## src/rtl/gps_arb_pkg.sv

```systemverilog
// Shared types and constants for the GPS snapshot arbiter.
package gps_arb_pkg;

  typedef enum logic {
    IDLE  = 1'b0,
    FETCH = 1'b1
  } state_t;

  localparam int REQ_OVERLAY = 0;
  localparam int REQ_LOGGER  = 1;

  localparam int LAT_W = 32;
  localparam int LON_W = 32;
  localparam int SPD_W = 16;

endpackage

```

## src/rtl/gps_rr_arb2.sv

```systemverilog
// Two-requester round-robin arbiter; the pointer remembers the last winner.
module gps_rr_arb2
  import gps_arb_pkg::*;
(
  input  logic       clk,
  input  logic       reset_n,
  input  logic [1:0] req,
  input  logic       en,
  output logic [1:0] grant
);

  logic last_reg;

  always_comb begin
    grant = 2'b00;
    case (req)
      2'b01:   grant[REQ_OVERLAY] = 1'b1;
      2'b10:   grant[REQ_LOGGER]  = 1'b1;
      2'b11: begin
        // Contention: hand it to whoever did not win last time.
        if (last_reg) grant[REQ_OVERLAY] = 1'b1;
        else          grant[REQ_LOGGER]  = 1'b1;
      end
      default: grant = 2'b00;
    endcase
  end

  // Reset to "logger won last" so the overlay is favoured first.
  always_ff @(posedge clk or negedge reset_n) begin
    if (!reset_n) begin
      last_reg <= 1'b1;
    end else if (en && (grant != 2'b00)) begin
      last_reg <= grant[REQ_LOGGER];
    end
  end

endmodule

```

## src/rtl/gps_arbiter.sv

```systemverilog
// Periodically fetches a GPS fix into a snapshot and hands it to two consumers round-robin.
module gps_arbiter
  import gps_arb_pkg::*;
#(
  parameter int TICK_DIV = 1000,
  parameter int TIMEOUT  = 255
) (
  input  logic             clk,
  input  logic             reset_n,
  output logic             gps_req,
  input  logic             gps_ack,
  input  logic [LAT_W-1:0] gps_lat,
  input  logic [LON_W-1:0] gps_lon,
  input  logic [SPD_W-1:0] gps_speed,
  input  logic [1:0]       req,
  output logic [1:0]       gnt,
  output logic [LAT_W-1:0] out_lat,
  output logic [LON_W-1:0] out_lon,
  output logic [SPD_W-1:0] out_speed,
  output logic             out_stale,
  output logic             timeout_err
);

  localparam int TICK_W = (TICK_DIV > 1) ? $clog2(TICK_DIV) : 1;
  localparam int WAIT_W = (TIMEOUT > 1) ? $clog2(TIMEOUT) : 1;

  state_t            state_reg, state_next;
  logic [TICK_W-1:0] tick_reg, tick_next;
  logic [WAIT_W-1:0] wait_reg, wait_next;
  logic              pending_reg, pending_next;
  logic              gps_req_next, out_stale_next, timeout_err_next;
  logic [1:0]        gnt_next;
  logic [LAT_W-1:0]  out_lat_next;
  logic [LON_W-1:0]  out_lon_next;
  logic [SPD_W-1:0]  out_speed_next;
  logic              wrap, arb_en;
  logic [1:0]        eligible, arb_grant;

  assign wrap      = (tick_reg == TICK_W'(TICK_DIV - 1));
  assign tick_next = wrap ? '0 : tick_reg + 1'b1;
  // A requester just granted is assumed to still be dropping its req.
  assign eligible  = req & ~gnt;
  assign arb_en    = (state_reg == IDLE) && !pending_reg;

  gps_rr_arb2 u_rr (
    .clk     (clk),
    .reset_n (reset_n),
    .req     (eligible),
    .en      (arb_en),
    .grant   (arb_grant)
  );

  always_comb begin
    state_next       = state_reg;
    pending_next     = pending_reg | wrap;
    wait_next        = wait_reg;
    gps_req_next     = gps_req;
    gnt_next         = 2'b00;
    timeout_err_next = 1'b0;
    out_lat_next     = out_lat;
    out_lon_next     = out_lon;
    out_speed_next   = out_speed;
    out_stale_next   = out_stale;
    case (state_reg)
      IDLE: begin
        wait_next = '0;
        if (pending_reg) begin
          // Refresh takes priority over any consumer waiting this cycle.
          pending_next = 1'b0;
          state_next   = FETCH;
          gps_req_next = 1'b1;
        end else begin
          gnt_next = arb_grant;
        end
      end
      FETCH: begin
        if (gps_ack) begin
          out_lat_next   = gps_lat;
          out_lon_next   = gps_lon;
          out_speed_next = gps_speed;
          out_stale_next = 1'b0;
          gps_req_next   = 1'b0;
          state_next     = IDLE;
        end else if (wait_reg == WAIT_W'(TIMEOUT - 1)) begin
          out_stale_next   = 1'b1;
          timeout_err_next = 1'b1;
          gps_req_next     = 1'b0;
          state_next       = IDLE;
        end else begin
          wait_next = wait_reg + 1'b1;
        end
      end
      default: state_next = IDLE;
    endcase
  end

  always_ff @(posedge clk or negedge reset_n) begin
    if (!reset_n) begin
      state_reg   <= IDLE;
      tick_reg    <= '0;
      wait_reg    <= '0;
      pending_reg <= 1'b1;
      gps_req     <= 1'b0;
      gnt         <= 2'b00;
      out_lat     <= '0;
      out_lon     <= '0;
      out_speed   <= '0;
      out_stale   <= 1'b1;
      timeout_err <= 1'b0;
    end else begin
      state_reg   <= state_next;
      tick_reg    <= tick_next;
      wait_reg    <= wait_next;
      pending_reg <= pending_next;
      gps_req     <= gps_req_next;
      gnt         <= gnt_next;
      out_lat     <= out_lat_next;
      out_lon     <= out_lon_next;
      out_speed   <= out_speed_next;
      out_stale   <= out_stale_next;
      timeout_err <= timeout_err_next;
    end
  end

endmodule

```

## config.mk

```make
export PLATFORM = sky130hd
export DESIGN_NAME = gps_arbiter
export DESIGN_NICKNAME = d
export VERILOG_FILES = /design/src/rtl/gps_arb_pkg.sv /design/src/rtl/gps_rr_arb2.sv /design/src/rtl/gps_arbiter.sv
export SDC_FILE = /design/constraint.sdc
export NUM_CORES = 1
export LEC_CHECK = 0
export ABC_AREA = 1
export BUFFER_PORTS_ARGS = -buffer_cell sky130_fd_sc_hd__buf_2
export CAP_MARGIN = 20
export CORE_MARGIN = 4
export CORE_UTILIZATION = 44
export DETAILED_ROUTE_END_ITERATION = 8
export GPL_ROUTABILITY_DRIVEN = 0
export GPL_TIMING_DRIVEN = 0
export PLACE_DENSITY_LB_ADDON = 0.15
export SETUP_SLACK_MARGIN = 0.4
export SYNTH_ARGS = -nofsm -noshare
export SYNTH_HDL_FRONTEND = slang
export SYNTH_SLANG_ARGS = --single-unit
```

## constraint.sdc

```tcl
create_clock -name clk -period 1.3 [get_ports clk]
set_clock_uncertainty 0.2 [all_clocks]
set_input_delay 0.13 -clock clk [delete_from_list [all_inputs] [get_ports clk]]
set_output_delay 0.13 -clock clk [all_outputs]
set_load 0.01 [all_outputs]
```

; Word level (Yosys, flattened, before mapping)
; Index checks and enable logic that the tools add are counted.
[word_totals]
input_bits = 85
elab_cells = 61
ff_bits = 106
[classes]
n_eq_ne = 9
add_sub_neg = 2
bitwise_logic = 4
reduce_logical = 9
mux = 25
[op_table]
columns = operator, count
row1 = two-way mux 8 bit, 2
row2 = one-hot mux 8 bit (2 select lines), 1
row3 = two-way mux 1 bit, 15
row4 = "adder 10 x 1 -> 10 bit, second input constant", 1
row5 = "equality test 10 bit, second input constant", 1
row6 = two-way mux 10 bit, 1
row7 = "adder 8 x 1 -> 8 bit, second input constant", 1
row8 = "equality test 8 bit, second input constant", 1
row9 = one-hot mux 1 bit (2 select lines), 4
row10 = AND reduction 2 bit, 4
row11 = "inequality test 2 bit, second input constant", 3
row12 = "equality test 2 bit, second input constant", 2
row13 = two-way mux 2 bit, 2
row14 = nonzero test 2 bit, 2
row15 = "inequality test 3 x 2 -> 1 bit, second input constant", 1
row16 = bitwise AND 2 bit, 1
row17 = "equality test 2 x 1 -> 1 bit, second input constant", 1
row18 = logical AND 1 bit, 2
row19 = inverter 2 bit, 1
row20 = logical NOT 1 bit, 1
row21 = inverter 1 bit, 1
row22 = bitwise OR 1 bit, 1

; Logic depth before layout (Yosys ltp)
; Gate-level depths: netlist (run 1).
[logic_depth]
depth_word = 6
mapped_depth = 8
depth_no_buf = 8

; Hierarchy
; Synthesis (run 1) repeated with hierarchy kept, for this count alone.
[unflattened]
cells_unflattened = 508
hier_area_um2 = 4319.1
[by_module_without_submodules]
columns = mod, cells_per_inst, area_each_um2, instances
row1 = gps_arbiter, 500, 4252.8, 1
row2 = gps_rr_arb2, 8, 66.3, 1

; Worst setup path after synthesis (run 1)
; Ideal clock, no wire load.
[synth_path]
kind = flip-flop to flip-flop
from = register wait_reg[0]
to = register wait_reg[5]
stages_incl_launch_ff = 8
period_less_slack_ns = 1.407
arrival_ns = 1.142
slack_ns = -0.107
n_path_buf = 0
cell_sequence = dfrtp_1 -> inv_1 -> ha_1 -> nand2_1 -> nor2_4 -> a21oi_2 -> nand3_1 -> nand2_1
[synth_between]
elab_chain_cells = 4
[synth_lines]
columns = element, line
row1 = from (decl), gps_arbiter.sv:29  ; logic [WAIT_W-1:0] wait_reg, wait_next;
row2 = from (signal assigned), gps_arbiter.sv:113  ; wait_reg <= wait_next;
row3 = adder 8 x 1 -> 8 bit, gps_arbiter.sv:90  ; wait_next = wait_reg + 1'b1;
row4 = two-way mux 8 bit, gps_arbiter.sv:84  ; end else if (wait_reg == WAIT_W'(TIMEOUT - 1)) begin
row5 = two-way mux 8 bit, gps_arbiter.sv:77  ; if (gps_ack) begin
row6 = one-hot mux 8 bit (2 select lines), gps_arbiter.sv:64  ; case (state_reg)
; Several ways; a longest one is shown, not always the timed one. The select of a mux whose other input is x is not followed.
; A chain may end at the register's enable or synchronous reset.

; Worst setup path in the final report (run 1)
[layout_path]
from = register wait_reg[0]
to = register wait_reg[4]
; Same word-level chain as after synthesis.

==> out/qor.yml, run 1 <==
worst_setup_path:
  cpMaxStageDelayCell: "dfrtp_1"
  crit_family: "simple AND/OR/NAND/NOR gates"
  cp_max_fo: 2
  criticalPathCategory: "reg2reg"
  crit_chain: "buf_4 -> ha_1 -> nand2_1 -> nor2_1 -> xor2_1 -> nand2_1 -> nand2_1"
  cp_common_cell: "nand2_1"
  crit_path_start_kind: "flip-flop"
  critPathRequiredTime_ps: 1430
  worst-path-buf-inv: 1
  cp.arrival_ps: 1750
  max_stage_delay_ps: 410
  endpoint_kind: "flip-flop"
  rrSetupSlack_ps: -320
clock_network:
  cts_tree: "done"
  clk_latency_ps: 400
  root_buffer: "clkbuf_8"
  clk_path_buf_depth: 2
  numCtsBuffers: 9
  cts_max_level: 3
  holdBufCountCts: 80
  clk_pin_slew_ps: 140
  cts.sinks: 106
global_routing:
  grt_max_degree: 68
  grt.overflow.total: 0
  grt_pass1_wl_mm: 27.9
  antenna_found_initial: 1
  grt_pass1_vias: 5492
  grtUsageTotal_pct: 31.8
sta:
  rsz0062_at_grt: "true"
  maxSlewViolCount: 0
  fin_tns_setup_ps: -12080
  fin_crit_ps: 1620
  hold_viol_final: 107
  holdWs_ps: -502
  worstMarginPinSlew_ps: 578
  max_freq_mhz: 619
  setup_ws_ps: -316
  finalCritPeriodShare_pct: 124
  slew_headroom_pct: 61.5
  setup_viol: 133
floorplan:
  boundaryPins: 170
  fp-row-count: 36
  dieWidth_um: 108
  die-area_mm2: 0.0116
  start_util_pct: 45.0
  core_area_mm2: 0.00973
  fp.dieH_um: 108
yosys:
  syn_avg_cell_area_um2: 8.67
  ys_seq_elements: 106
  syn-num-nets: 593
  ys_seq_area_share_pct: 60.7
  yosysTopAreaCellShare_pct: 58.9
  synthDistinctLibCells: 27
  synthTopCellsByArea: "dfrtp_1, nand2_1, inv_1, nor2_1, dfstp_2"
  synth_area_mm2: 0.00438
  synth_cells: 505
  yosysWarnings: 0
  synth_top_area_cell: "dfrtp_1"
routing:
  ant_nets: 0
  drc: 0
  initialDrtViolationCount: 520
  detail_route.first_pass.iterations: 7
  post_drt_wl_per_cell_um: 24.2
  viasPerCell: 5.57
  vias: 5753
  wl_mm: 25.0
layout:
  final_util_pct: 93.4
  top_regs: "out_lat: 32 flops, out_lon: 32 flops, out_speed: 16 flops"
  multi_input_area_mm2: 0.00245
  design_area_mm2: 0.00909
  mostFrequentLayoutCell: "buf_2"
  area_delta_synth_final_pct: 108
  drive_above_1_share_pct: 60.8
  final_cell_mix: "buf_2, nand2_2, nand2_1"
  register_area_mm2: 0.00266
  finalNetCount: 981
  fillers: 310
pwr:
  p_per_area_mw_per_mm2: 703
  ir_drop_mv: 0.594
  leakage_nw: 5.17
place:
  place_area_mm2: 0.00547
  dp.final_hpwl_mm: 8.09
  portBuffers: 169
outcome:
  status: "finished with violations"
  violations: "negative hold slack, negative setup slack"
flow_run:
  maxCapViolCount: 0
min_path:
  hold_class: "in2async"
==> worst paths after layout <==
kind                            cells after the start            to    startpoint
worst max-delay path                                7   wait_reg[4]   wait_reg[0]
worst min-delay path                                1   out_lon[12]       reset_n
worst max register to register                      7   wait_reg[4]   wait_reg[0]
worst min register to register                      2  out_speed[8]  out_speed[8]
max in group asynchronous                           2   pending_reg       reset_n
min in group clk                                    4        gnt[0]        req[1]
==> synthesized netlist by cell type <==
master,number
buf_2,8
nor2_4,2
dfrtp_1,103
buf_6,1
nor3_1,1
xor2_1,5
a21oi_2,2
and2_1,1
nor3_2,1
dfstp_2,3
ha_1,3
nand3_1,12
and3_1,1
inv_2,1
nand4_1,1
nor2_1,22
a21oi_1,5
nand2_4,2
nand2_2,3
a21boi_0,2
buf_4,8
nor3_4,1
nand3b_1,1
o21ai_0,2
inv_1,25
nand2_1,288
nand3_4,1
==> logic make-up after synthesis <==
group                    share of synthesized area [%]
flip-flops                                        60.7
XOR/XNOR                                          1.00
adder cells (fa/ha/maj)                          0.858
buffers and inverters                             4.77
AND/OR/NAND/NOR                                   31.1
AO/OA/AOI/OAI                                     1.54
==> layout make-up <==
| cell class | count | share of cell area (%) |
|---|---|---|
| Clock inverter | 7 | 1.20 |
| Tap cell | 133 | 1.83 |
| Buffer | 17 | 2.89 |
| Timing Repair inverter | 2 | 0.358 |
| Antenna cell | 2 | 0.0551 |
| Timing Repair Buffer | 372 | 34.9 |
| Multi-Input combinational cell | 359 | 26.9 |
| Sequential cell | 106 | 29.3 |
| Clock buffer | 9 | 1.36 |
| Inverter | 26 | 1.24 |
==> what timing repair did <==
| action | in CTS | in global routing |
|---|---|---|
| cloned | 20 | 1 |
| endpoints found under the setup margin | 191 | 191 |
| hold endpoints to repair | 167 | 43 |
| pin swaps | 59 | 30 |
| setup buffers | 61 | 45 |
| resized for setup | 207 | 177 |
==> stage by stage <==
stage | instances | setup WS [ps] | total power, mW
after floorplan | 505 | -64.8 | 3.41
after global placement | 807 | -1290 | 3.61
after detailed placement | 808 | -184 | 3.63
after CTS | 985 | -140 | 6.19
after global routing | 1032 | -405 | 6.51
final | 1033 | -316 | 6.39
==> power breakdown <==
part	internal (mW)	switching (mW)
registers	3.32	0.00899
logic	0.287	0.265
clock network	1.13	1.38
==> per-layer routing <==
layer  vias up  track usage [%]  wire (um)
met3       190             9.12       1960
met1      2784             32.5       7780
met5         -                0          0
met2       461             56.4      12700
li1       2318                -          -
met4         0             20.3       2510
No activity file was read; power rests on OpenSTA's default activity.
==> run 2: changes to the inputs <==
--- a/config.mk
+++ b/config.mk
@@ -6,10 +6,11 @@
 export NUM_CORES = 1
 export LEC_CHECK = 0
 export ABC_AREA = 1
+export ABC_CLOCK_PERIOD_IN_PS = 1300
 export BUFFER_PORTS_ARGS = -buffer_cell sky130_fd_sc_hd__buf_2
 export CAP_MARGIN = 20
 export CORE_MARGIN = 4
-export CORE_UTILIZATION = 44
+export CORE_UTILIZATION = 40
 export DETAILED_ROUTE_END_ITERATION = 8
 export GPL_ROUTABILITY_DRIVEN = 0
 export GPL_TIMING_DRIVEN = 0
==> constraint.sdc (replaced) <==
create_clock -name clk -period 1.3 [get_ports clk]
set_clock_uncertainty 0.2 [all_clocks]
set_input_delay 0.065 -clock clk [delete_from_list [all_inputs] [get_ports clk]]
set_output_delay 0.065 -clock clk [all_outputs]
set_load 0.01 [all_outputs]
==> out/qor.yml, run 2 (same netlist as run 1, synthesis figures left out) <==
layout:
  final_cell_count_no_fill: 1010  # was 1033
  diodes: 0  # was 2
  top_regs: "out_lat: 32 flops, out_lon: 32 flops, out_speed: 16 flops"  # unchanged
  final_util_pct: 82.1  # was 93.4%
  area_delta_synth_final_pct: 97.1  # was 108%
  finalNetCount: 957  # was 981
  final_cell_mix: "nand2_1, buf_2, nand2_2"  # was buf_2, nand2_2, nand2_1
  drive_above_1_share_pct: 54.2  # was 60.8%
  mostFrequentLayoutCell: "nand2_1"  # was buf_2
sta:
  fin_crit_ps: 1470  # was 1620 ps
  worstMarginPinSlew_ps: 564  # was 578 ps
  slew_headroom_pct: 62.4  # was 61.5%
  holdWs_ps: -518  # was -502 ps
  hold_viol_final: 107  # unchanged
  setup_ws_ps: -175  # was -316 ps
  max_freq_mhz: 678  # was 619 MHz
  maxSlewViolCount: 0  # unchanged
  finalCritPeriodShare_pct: 113  # was 124%
  setup_viol: 103  # was 133
  rsz0062_at_grt: "true"  # unchanged
floorplan:
  start_util_pct: 41.6  # was 45.0%
  die-area_mm2: 0.0127  # was 0.0116 mm^2
  core_area_mm2: 0.0105  # was 0.00973 mm^2
  dieWidth_um: 113  # was 108 um
  fp-row-count: 37  # was 36
  boundaryPins: 170  # unchanged
  fp.dieH_um: 113  # was 108 um
routing:
  wl_mm: 17.1  # was 25.0 mm
  vias: 4851  # was 5753
  post_drt_wl_per_cell_um: 16.9  # was 24.2 um
  ant_nets: 0  # unchanged
  drc: 0  # unchanged
  viasPerCell: 4.80  # was 5.57
  detail_route.first_pass.iterations: 5  # was 7
  initialDrtViolationCount: 380  # was 520
clock_network:
  clk_latency_ps: 370  # was 400 ps
  cts_max_level: 3  # unchanged
  root_buffer: "clkbuf_8"  # unchanged
  holdBufCountCts: 81  # was 80
  cts.sinks: 106  # unchanged
  cts_tree: "done"  # unchanged
  numCtsBuffers: 9  # unchanged
  clk_pin_slew_ps: 90  # was 140 ps
  clk_path_buf_depth: 2  # unchanged
pwr:
  p_sw_mw: 1.37  # was 1.66 mW
  leakage_nw: 4.94  # was 5.17 nW
  p_int_mw: 4.65  # was 4.73 mW
  power_frac_comb_pct: 8.4  # was 8.6%
  p_per_area_mw_per_mm2: 698  # was 703 mW/mm^2
  p_seq_share_pct: 55.2  # was 52.1%
  p_clk_share_pct: 36.4  # was 39.3%
  ir_drop_mv: 0.436  # was 0.594 mV
  swShare_pct: 22.7  # was 25.9%
global_routing:
  antenna_found_initial: 0  # was 1
  top_usage_layer: "met2"  # unchanged
  grt_max_degree: 66  # was 68
  grt_pass1_vias: 5001  # was 5492
  grt_pass1_wl_mm: 24.8  # was 27.9 mm
  grtUsageMet2_pct: 42.1  # was 56.4%
  grtUsageMet3_pct: 7.06  # was 9.12%
  grt_util_met1_pct: 28.6  # was 32.5%
  grt.overflow.total: 0  # unchanged
  grtUsageTotal_pct: 24.2  # was 31.8%
place:
  portBuffers: 169  # unchanged
  dp.final_hpwl_mm: 7.91  # was 8.09 mm
  dpl.cell_count: 811  # was 808
flow_run:
  maxCapViolCount: 0  # unchanged
min_path:
  hold_class: "in2async"  # unchanged
worst_setup_path:
  cpMaxStageDelayCell: "dfrtp_1"  # unchanged
  critPathRequiredTime_ps: 1410  # was 1430 ps
  max_stage_delay_ps: 410  # about the same
  endpoint_kind: "flip-flop"  # unchanged
  cp_max_fo: 5  # was 2
  cp.arrival_ps: 1580  # was 1750 ps
  crit_path_start_kind: "flip-flop"  # unchanged
  crit_chain: "inv_2 -> ha_4 -> nand2_4 -> nor2_4 -> nand3_4 -> nand2_4 -> nand2_1 -> nand2_1"  # was buf_4 -> ha_1 -> nand2_1 -> nor2_1 -> xor2_1 -> nand2_1 -> nand2_1
  criticalPathCategory: "reg2reg"  # unchanged
outcome:
  status: "finished with violations"  # unchanged
  violations: "negative hold slack, negative setup slack"  # unchanged
==> run 2: cell count changes in the layout (fill, tap and decap cells not counted), sizes merged <==
cell,change
buf,-26
clkbuf,+5
inv,-3
diode,-2
bufinv,-1
clkinv,-1
clkinvlp,+1
dlygate4sd3,+1
==> run 2: path summary, 6_finish.rpt <==
| check | slack, ps | depth (start not counted) | endpoint | from |
|---|---|---|---|---|
| worst max-delay path | -170 | 8 | wait_reg[6] | wait_reg[0] |
| worst min-delay path | -520 | 1 | out_lat[11] | reset_n |
| worst max register to register | -170 | 8 | wait_reg[6] | wait_reg[0] |
| worst min register to register | 280 | 2 | out_stale | out_stale |
| max in group asynchronous | 690 | 2 | u_rr.last_reg | reset_n |
| min in group clk | -160 | 5 | u_rr.last_reg | req[1] |
==> run 2: layer usage <==
metal	part of all wire (%)	wire [um]
met1	37	6340
met2	52	8960
met3	6.5	1120
met4	4.0	680
met5	0	0
==> run 2: power by group through the flow <==
stage,sequential [mW],combinational [mW],clock [mW]
2_1_floorplan,3.39,0.0200,0
3_3_place_gp,3.38,0.228,0
3_5_place_dp,3.39,0.240,0
4_1_cts,3.32,0.469,2.23
5_1_grt,3.32,0.549,2.37
6_report,3.32,0.507,2.19
==> run 2: stage by stage <==
stage	worst slack, ps	hold WS, ps	total power [mW]	cell area [um^2]	setup TNS (ps)
after CTS	-173	-512	6.02	7860	-7930
after global placement	-1270	56.6	3.61	5440	-137090
after floorplan	-64.8	-431	3.41	4420	-720
final	-175	-518	6.02	8630	-8130
after global routing	-244	-500	6.24	8630	-13510
after detailed placement	-198	-110	3.63	5470	-9060
==> run 2: timing repair <==
action,4_1_cts,5_1_grt
buffers inserted,45,38
endpoints found under the setup margin,191,191
hold endpoints to repair,188,47
gates cloned,17,2
pin swaps,33,23
gates resized for setup,187,112
==> run 2: worst max-delay path: cells and delay by family, from the launching register on <==
family / cells / cell delay (ps)
and+or+nand+nor: 6 / 590
adders and majority gates: 1 / 130
DFF: 1 / 410
buffers and inverters: 1 / 80
==> run 2: layout make-up <==
cell class	instances	area, um^2
Buffer	17	254
Clock buffer	13	169
Clock inverter	3	46.3
Fill cell	544	1880
Inverter	26	114
Multi-Input combinational cell	359	2180
Sequential cell	106	2660
Tap cell	136	170
Timing Repair Buffer	348	3000
Timing Repair inverter	2	36.3
